===== config.mk =====
export PLATFORM = sky130hd
export DESIGN_NAME = led_mode_sched
export DESIGN_NICKNAME = d
export VERILOG_FILES = /design/src/rtl/led_sched_pkg.sv /design/src/rtl/led_sched_lfsr.sv /design/src/rtl/led_mode_sched.sv
export SDC_FILE = /design/constraint.sdc
export NUM_CORES = 1
export LEC_CHECK = 0
export BUFFER_PORTS_ARGS = -buffer_cell sky130_fd_sc_hd__buf_2
export CAP_MARGIN = 10
export CORE_ASPECT_RATIO = 2
export CORE_MARGIN = 5
export CORE_UTILIZATION = 28
export DETAILED_ROUTE_END_ITERATION = 10
export GPL_TIMING_DRIVEN = 0
export SLEW_MARGIN = 25
export SYNTH_ARGS = -nofsm -noshare
export SYNTH_HDL_FRONTEND = slang
export SYNTH_SLANG_ARGS = --single-unit

===== constraint.sdc =====
create_clock -name clk_1 -period 2.1 [get_ports clk_1]
set_input_delay 0.315 -clock clk_1 [delete_from_list [all_inputs] [get_ports clk_1]]
set_output_delay 0.315 -clock clk_1 [all_outputs]
set_load 0.1 [all_outputs]

===== src/rtl/led_sched_pkg.sv =====
// rtl/led_sched_pkg.sv - shared types and constants for the LED mode scheduler
//
// Purpose: scheduler state encoding, LED mode encodings, dwell lookup
//          helper and LFSR constants used by led_mode_sched and
//          led_sched_lfsr.
// Ports:   none (package).

package led_sched_pkg;

  typedef enum logic [1:0] {
    IDLE = 2'd0,
    RUN  = 2'd1,
    HOLD = 2'd2
  } sched_state_t;

  // Mode encodings as consumed by the LED pattern stage.
  localparam logic [1:0] MODE_LSHIFT = 2'd0;
  localparam logic [1:0] MODE_RSHIFT = 2'd1;
  localparam logic [1:0] MODE_BLINK  = 2'd2;
  localparam logic [1:0] MODE_FIXED  = 2'd3;

  // 7-bit maximal LFSR, polynomial x^7 + x^6 + 1 (taps on bits 6 and 5).
  localparam int         LFSR_W    = 7;
  localparam logic [6:0] LFSR_SEED = 7'h5A;
  localparam logic [6:0] LFSR_TAPS = 7'h60;

  // Dwell time in seconds for a given mode.
  function automatic int dwell_lookup(
    input logic [1:0] m,
    input int         d0,
    input int         d1,
    input int         d2,
    input int         d3
  );
    int d;
    case (m)
      MODE_LSHIFT: d = d0;
      MODE_RSHIFT: d = d1;
      MODE_BLINK:  d = d2;
      default:     d = d3;
    endcase
    return d;
  endfunction

endpackage


===== src/rtl/led_sched_lfsr.sv =====
// rtl/led_sched_lfsr.sv - 7-bit maximal LFSR with advance enable
//
// Purpose: pseudo-random mode source for the scheduler's random build.
//          Shifts left, feedback = lfsr[6] ^ lfsr[5], seeded on reset.
// Ports:
//   clk_1  in   1 Hz sequencer clock
//   rst_n  in   asynchronous active-low reset, loads LFSR_SEED
//   en     in   advance the register by one step this cycle
//   pick   out  low two bits of the current LFSR value

module led_sched_lfsr
  import led_sched_pkg::*;
(
  input  logic       clk_1,
  input  logic       rst_n,
  input  logic       en,
  output logic [1:0] pick
);

  logic [LFSR_W-1:0] lfsr;

  always_ff @(posedge clk_1 or negedge rst_n) begin
    if (!rst_n) begin
      lfsr <= LFSR_SEED;
    end else if (en) begin
      lfsr <= {lfsr[LFSR_W-2:0], ^(lfsr & LFSR_TAPS)};
    end
  end

  assign pick = lfsr[1:0];

endmodule


===== src/rtl/led_mode_sched.sv =====
// rtl/led_mode_sched.sv - 1 Hz mode sequencer feeding the LED pattern stage
//
// Purpose: steps the LED mode through 0->1->2->3->0, holding each mode for a
//          programmable dwell time, with pause and a forced-mode
//          request/acknowledge handshake. Defining LED_SCHED_RANDOM_EN
//          replaces the sequential advance with an LFSR-chosen next mode.
// Ports:
//   clk_1        in   1 Hz sequencer clock
//   rst_n        in   asynchronous active-low reset
//   enable       in   1 runs the scheduler, 0 returns it to IDLE
//   pause        in   freezes the dwell countdown
//   force_valid  in   force request, held until force_ack
//   force_mode   in   requested mode, stable while force_valid is high
//   force_ack    out  one-cycle acknowledge of an accepted force
//   mode         out  current mode
//   mode_change  out  one-cycle pulse whenever mode is (re)loaded
//   dwell_left   out  seconds left in the current mode, current one included
//   cycle_cnt    out  completed 3->0 wraps (every expiry in random build), saturating
//   running      out  high in RUN or HOLD

module led_mode_sched
  import led_sched_pkg::*;
#(
  parameter int DWELL_W = 4,
  parameter int DWELL0  = 8,
  parameter int DWELL1  = 8,
  parameter int DWELL2  = 6,
  parameter int DWELL3  = 4
) (
  input  logic               clk_1,
  input  logic               rst_n,
  input  logic               enable,
  input  logic               pause,
  input  logic               force_valid,
  input  logic [1:0]         force_mode,
  output logic               force_ack,
  output logic [1:0]         mode,
  output logic               mode_change,
  output logic [DWELL_W-1:0] dwell_left,
  output logic [7:0]         cycle_cnt,
  output logic               running
);

  localparam int DWELL_MAX = (1 << DWELL_W) - 1;

  if (DWELL0 < 1 || DWELL0 > DWELL_MAX || DWELL1 < 1 || DWELL1 > DWELL_MAX ||
      DWELL2 < 1 || DWELL2 > DWELL_MAX || DWELL3 < 1 || DWELL3 > DWELL_MAX)
  begin : g_dwell_range_check
    $error("led_mode_sched: every DWELLn must lie in 1..2^DWELL_W-1");
  end

  function automatic logic [DWELL_W-1:0] dwell_for(input logic [1:0] m);
    return DWELL_W'(dwell_lookup(m, DWELL0, DWELL1, DWELL2, DWELL3));
  endfunction

  sched_state_t state;
  logic [1:0]   next_mode;
  logic         counts_wrap;

`ifdef LED_SCHED_RANDOM_EN
  logic [1:0] lfsr_pick;

  // The LFSR free-runs through every RUN cycle so the chosen mode depends on
  // how long the scheduler has been running, not only on the expiry count.
  led_sched_lfsr u_lfsr (
    .clk_1 (clk_1),
    .rst_n (rst_n),
    .en    (state == RUN),
    .pick  (lfsr_pick)
  );

  // Bump a repeat of the current mode by one so every expiry changes mode.
  always_comb begin
    next_mode = lfsr_pick;
    if (lfsr_pick == mode) begin
      next_mode = mode + 2'd1;
    end
  end

  assign counts_wrap = 1'b1;
`else
  assign next_mode   = mode + 2'd1;
  assign counts_wrap = (mode == MODE_FIXED);
`endif

  always_ff @(posedge clk_1 or negedge rst_n) begin
    if (!rst_n) begin
      state       <= IDLE;
      mode        <= MODE_LSHIFT;
      dwell_left  <= '0;
      cycle_cnt   <= '0;
      mode_change <= 1'b0;
      force_ack   <= 1'b0;
      running     <= 1'b0;
    end else begin
      mode_change <= 1'b0;
      force_ack   <= 1'b0;

      if (!enable) begin
        // Disable beats everything; the wrap count survives for diagnostics.
        state      <= IDLE;
        mode       <= MODE_LSHIFT;
        dwell_left <= '0;
        running    <= 1'b0;
      end else begin
        case (state)
          IDLE: begin
            state       <= RUN;
            mode        <= MODE_LSHIFT;
            dwell_left  <= dwell_for(MODE_LSHIFT);
            mode_change <= 1'b1;
            running     <= 1'b1;
          end

          RUN, HOLD: begin
            running <= 1'b1;
            if (force_valid && !force_ack) begin
              // A force keeps the current state, so a forced mode taken
              // during HOLD stays frozen until pause is released.
              mode        <= force_mode;
              dwell_left  <= dwell_for(force_mode);
              force_ack   <= 1'b1;
              mode_change <= 1'b1;
            end else if (state == HOLD) begin
              if (!pause) begin
                state <= RUN;
              end
            end else if (pause) begin
              state <= HOLD;
            end else if (dwell_left > DWELL_W'(1)) begin
              dwell_left <= dwell_left - DWELL_W'(1);
            end else begin
              mode        <= next_mode;
              dwell_left  <= dwell_for(next_mode);
              mode_change <= 1'b1;
              if (counts_wrap && cycle_cnt != 8'hFF) begin
                cycle_cnt <= cycle_cnt + 8'd1;
              end
            end
          end

          default: begin
            state   <= IDLE;
            running <= 1'b0;
          end
        endcase
      end
    end
  end

endmodule


=== Word-level counts from Yosys, hierarchy flattened ===
Cells that the tools add are included.

* Flip-flop bits (word level): 19

* $add $sub $neg: 3
* Magnitude comparators: 1
* Equality and inequality tests: 15
* Multiplexer cells: 31
* Bitwise operators: 4
* Reductions and logical operators: 14

{| class="wikitable"
|+ Operators by type and width
! operator !! number
|-
| case mux 4 bit (2 select lines) || 3
|-
| two-way mux 2 bit || 10
|-
| two-way mux 4 bit || 5
|-
| inequality test 4 bit, second input constant || 5
|-
| two-way mux 1 bit || 10
|-
| adder 8 x 1 -> 8 bit, second input constant || 1
|-
| == test 2 bit, second input constant || 4
|-
| inequality test 8 bit, second input constant || 1
|-
| case mux 2 bit (2 select lines) || 2
|-
| AND reduction 7 bit || 1
|-
| == test 2 x 1 -> 1 bit, second input constant || 3
|-
| logical NOT 2 bit || 3
|-
| AND reduction 3 bit || 2
|-
| OR reduction 2 bit || 3
|-
| greater-than comparator 4 x 1 -> 1 bit, second input constant || 1
|-
| inverter 1 bit || 4
|-
| AND reduction 4 bit || 1
|-
| subtractor 4 x 1 -> 4 bit, second input constant || 1
|-
| inequality test 3 x 1 -> 1 bit, second input constant || 1
|-
| inequality test 3 bit, second input constant || 1
|-
| OR reduction 3 bit || 1
|-
| adder 2 x 1 -> 2 bit, second input constant || 1
|-
| logical AND 1 bit || 2
|-
| case mux 1 bit (2 select lines) || 1
|-
| logical NOT 1 bit || 1
|}

=== Depth between registers and ports, before layout ===
* Depth after elaboration: 10
* Mapped depth: 7
* Gate-level depth less buffers: 6

=== Least setup slack after synthesis ===
OpenSTA, ideal clock, no wires.

* Path type: register to register
* From: reg dwell_left[0]
* To: reg cycle_cnt[6]
* Arrival: 2.541 ns
* Slack: -0.569 ns
* Stages on the path, launching flop included: 7
* Buffers on the path: 1
* Clock period less this slack: 2.669 ns
* Path through: dfrtp_1 ha_1 nor2_1 or4b_1 buf_6 nor4_4 mux2_1

* Word-level cells in the longest chain between the ends: 3

{| class="wikitable"
|+ Ends and longest elaborated chain
! item !! line !! source
|-
| from (decl) || led_mode_sched.sv:39 || <nowiki>output logic [DWELL_W-1:0] dwell_left,</nowiki>
|-
| from (signal assigned) || led_mode_sched.sv:110 || <nowiki>dwell_left <= dwell_for(MODE_LSHIFT);</nowiki>
|-
| from (signal assigned) || led_mode_sched.sv:121 || <nowiki>dwell_left <= dwell_for(force_mode);</nowiki>
|-
| from (signal assigned) || led_mode_sched.sv:131 || <nowiki>dwell_left <= dwell_left - DWELL_W'(1);</nowiki>
|-
| greater-than comparator 4 x 1 -> 1 bit || led_mode_sched.sv:130 || <nowiki>end else if (dwell_left > DWELL_W'(1)) begin</nowiki>
|-
| inverter 1 bit (no line) || - ||
|-
| AND reduction 7 bit (no line) || - ||
|-
| to (signal assigned) || led_mode_sched.sv:137 || <nowiki>cycle_cnt <= cycle_cnt + 8'd1;</nowiki>
|-
| to (decl) || led_mode_sched.sv:40 || <nowiki>output logic [7:0] cycle_cnt,</nowiki>
|}

No other way between the ends.
A chain may end at the register's enable or synchronous reset.

=== Worst setup path after layout ===
* From: reg dwell_left[1]
* To: reg cycle_cnt[1]

The elaborated chain is that of the path after synthesis.

==> out/qor.csv <==
stage,metric,value,unit
logic_synthesis,cell taking the most area after synthesis,dfrtp_1,
worst_setup_path,WS Path Type,flip-flop to flip-flop,
floorplanning,Core Area,0.00434,sq mm
clock_network,worst skew pair latency,0.26,ns
sta,min cycle time layout,2.11,ns
logic_synthesis,post-synthesis cell count,124,
power_and_ir_drop,Peak VDD IR,0.631,mV
layout,Final Net Count,174,
logic_synthesis,#FFs+latches synth,19,
clock_network,H-tree depth,1,
clock_network,"Reg clk slew, reported paths",0.07,ns
floorplanning,Starting Density,28.8,%
drt,Vias,1046,
floorplanning,Rows,34,
worst_setup_path,Reg2Reg Depth,7,
logic_synthesis,sequential cell area fraction in the yosys report,38.0,%
drt,Vias/cell,4.98,
logic_synthesis,Synth cell types,44,
clock_network,CTS Hold Bufs,0,
outcome,outcome,"finished, violations left",
placement,Place WS,-0.314,ns
clock_network,Clock Tree Buf Depth,2,
clock_network,CTS sink cnt,19,
power_and_ir_drop,leakage power,0.710,nW
logic_synthesis,largest cells by area after synthesis,"dfrtp_1, ha_1, xor2_1, a21oi_1, inv_1",
grt,vias in the first global route,1083,
sta,number of setup violations in the final report,1,
placement,# port buffers,23,
sta,fin crit share,101,%
sta,Slew @ Worst Pin,0.646,ns
drt,"antenna viol nets, final",0,
layout,ant diodes,0,
logic_synthesis,syn_area_per_cell,10.1,sq um
layout,layout cells sized above 1,37.8,%
logic_synthesis,Synth top area share,38.0,%
outcome,failing checks,"hold timing, setup timing",
grt,grt ovf,0,
logic_synthesis,Synth async-reset ratio,100,%
grt,GRT Resource Usage Total,10.3,%
grt,first-pass GRT wire length,5030,um
hold_path,Hold Crit Class,input pin to asynchronous set/reset pin,
worst_setup_path,Worst EP arrival,2.26,ns
drt,DRT Pass-1 Iters,4,
sta,Slew headroom,56.8,%
clock_network,Root Buffer,clkbuf_8,
grt,initial antenna violation count,0,
sta,"Slew Viols, Final",0,
sta,RSZ-0062 raised after global routing,yes,
placement,dpl hpwl,2250,um
floorplanning,die width,57.2,um
logic_synthesis,synthesized area,0.00125,sq mm
floorplanning,Top Ports,24,
clock_network,total CTS buffers,3,
floorplanning,Die Ht,104,um
flow_run,max-cap viol count,0,
sta,Max Fclk,0.473,GHz
logic_synthesis,Post-Syn Nets,141,
worst_setup_path,CP Launch Type,flip-flop,
worst_setup_path,Worst setup EP type,flip-flop,
drt,DR iter-0 viols,29,
logic_synthesis,Syn. warnings,0,
sta,worst hold slack,-0.00929,ns
sta,clk_skew,0.00454,ns
sta,final setup TNS,-0.0120,ns
layout,Area Overhead vs Synth,27.5,%
drt,Routed WL,3010,um
floorplanning,die area,0.00598,sq mm
sta,worst setup margin,-0.0120,ns
drt,drt wl/cell,14.3,um
clock_network,CTS tree,built,
power_and_ir_drop,power per cell area,1090,mW/mm^2
sta,Fin. Hold Viols,19,
logic_synthesis,Most used DFF post-synth,dfrtp_1,
worst_setup_path,CP max FO,8,
grt,largest net degree at the start of global routing,20,
logic_synthesis,Post-synth EDFFs,0,
worst_setup_path,Worst EP required,2.25,ns
power_and_ir_drop,Tot Pwr,1.74,mW
drt,number of remaining DRC errors,0,
placement,gpl congestion,0.818,
-- report_power, final --
| group | internal [mW] | switching (mW) |
|---|---|---|
| clock network | 0.135 | 0.123 |
| logic | 0.310 | 0.677 |
| registers | 0.428 | 0.0673 |
-- path summary, 6_finish.rpt --
check                                 to  slack (ns)           from
setup / recovery            cycle_cnt[1]       -0.01  dwell_left[1]
hold / removal              cycle_cnt[3]      -0.009          rst_n
setup reg to reg            cycle_cnt[1]       -0.01  dwell_left[1]
hold reg to reg             cycle_cnt[0]        0.49   cycle_cnt[0]
max in group asynchronous  dwell_left[0]        1.77          rst_n
min in group clk_1         dwell_left[1]        0.33  force_mode[0]
-- metal layers --
metal  up-vias  global-route usage [%]  share of wire (%)
met5         -                       0                  0
met4         0                    5.14                2.0
met3         7                    1.24                4.0
met2        32                    17.4                 52
met1       496                    12.6                 41
li1        511                       -                  -
-- worst max-delay path, stage by stage, from the launching register on --
cell	delay [ns]
dfrtp_4	0.51
inv_4	0.09
ha_4	0.15
nor2_2	0.05
or4b_4	0.50
buf_6	0.16
nor3_4	0.22
mux2_4	0.32
-- cells by family after synthesis --
logic type | synth area share, %
fa+ha+maj | 10.0
mux | 2.60
compound gates | 15.0
buf+inv | 4.50
xor+xnor | 4.91
simple gates | 24.9
flops | 38.0
-- Yosys cell counts (2+ instances only) --
library cell,number
dfrtp_1,19
ha_1,10
inv_1,9
nand2_1,8
a21oi_1,7
nand3_1,6
nor2_1,6
nor2b_1,5
xor2_1,5
nand2b_1,4
clkbuf_1,3
o21ai_0,3
a32o_1,2
mux2_1,2
nand4_1,2
nor4_2,2
nor4b_2,2
or4b_1,2
xnor2_1,2
-- cells in the final DEF, fill, tap and decap left out, types with 3 or more instances in the layout --
cell type / Yosys / routed
buf_2: 0 / 23
xor2_1: 5 / 5
a21oi_1: 7 / 7
nand2_1: 8 / 8
buf_4: 0 / 6
o21ai_0: 3 / 3
ha_1: 10 / 8
inv_1: 9 / 7
nand3_1: 6 / 6
clkbuf_1: 3 / 3
dfrtp_1: 19 / 10
nor2b_1: 5 / 5
clkbuf_8: 0 / 3
nand2b_1: 4 / 4
nor2_1: 6 / 5
dfrtp_2: 0 / 7
-- area by class of cell --
class / count / area [sq um]
Multi-Input combinational cell: 92 / 774
Tap cell: 54 / 67.6
Fill cell: 464 / 2750
Sequential cell: 19 / 492
Inverter: 9 / 36.3
Clock buffer: 4 / 45.0
Buffer: 4 / 26.3
Timing Repair Buffer: 28 / 153
-- timing repair --
action | CTS | global route
setup buffers | 0 | 5
pin swaps | 0 | 1
gates resized for setup | 3 | 4
cloned | 0 | 0
hold endpoints to repair | 0 | 0
endpoints found under the setup margin | 8 | 5
-- registers in the layout, summed over array words and instances (netlist names) --
register / cells
state: 2
dwell_left: 4
force_ack: 1
cycle_cnt: 8
mode_change: 1
mode: 2
running: 1
-- through the flow --
step / area (sq um) / util (%) / std cells
after floorplan: 1300 / - / 124
after global placement: 1480 / 34.2 / 201
after detailed placement: 1480 / 34.2 / 201
after CTS: 1540 / 35.5 / 205
after global routing: 1590 / 36.7 / 210
final: 1590 / 36.7 / 210
(Power assumes the default switching activity.)
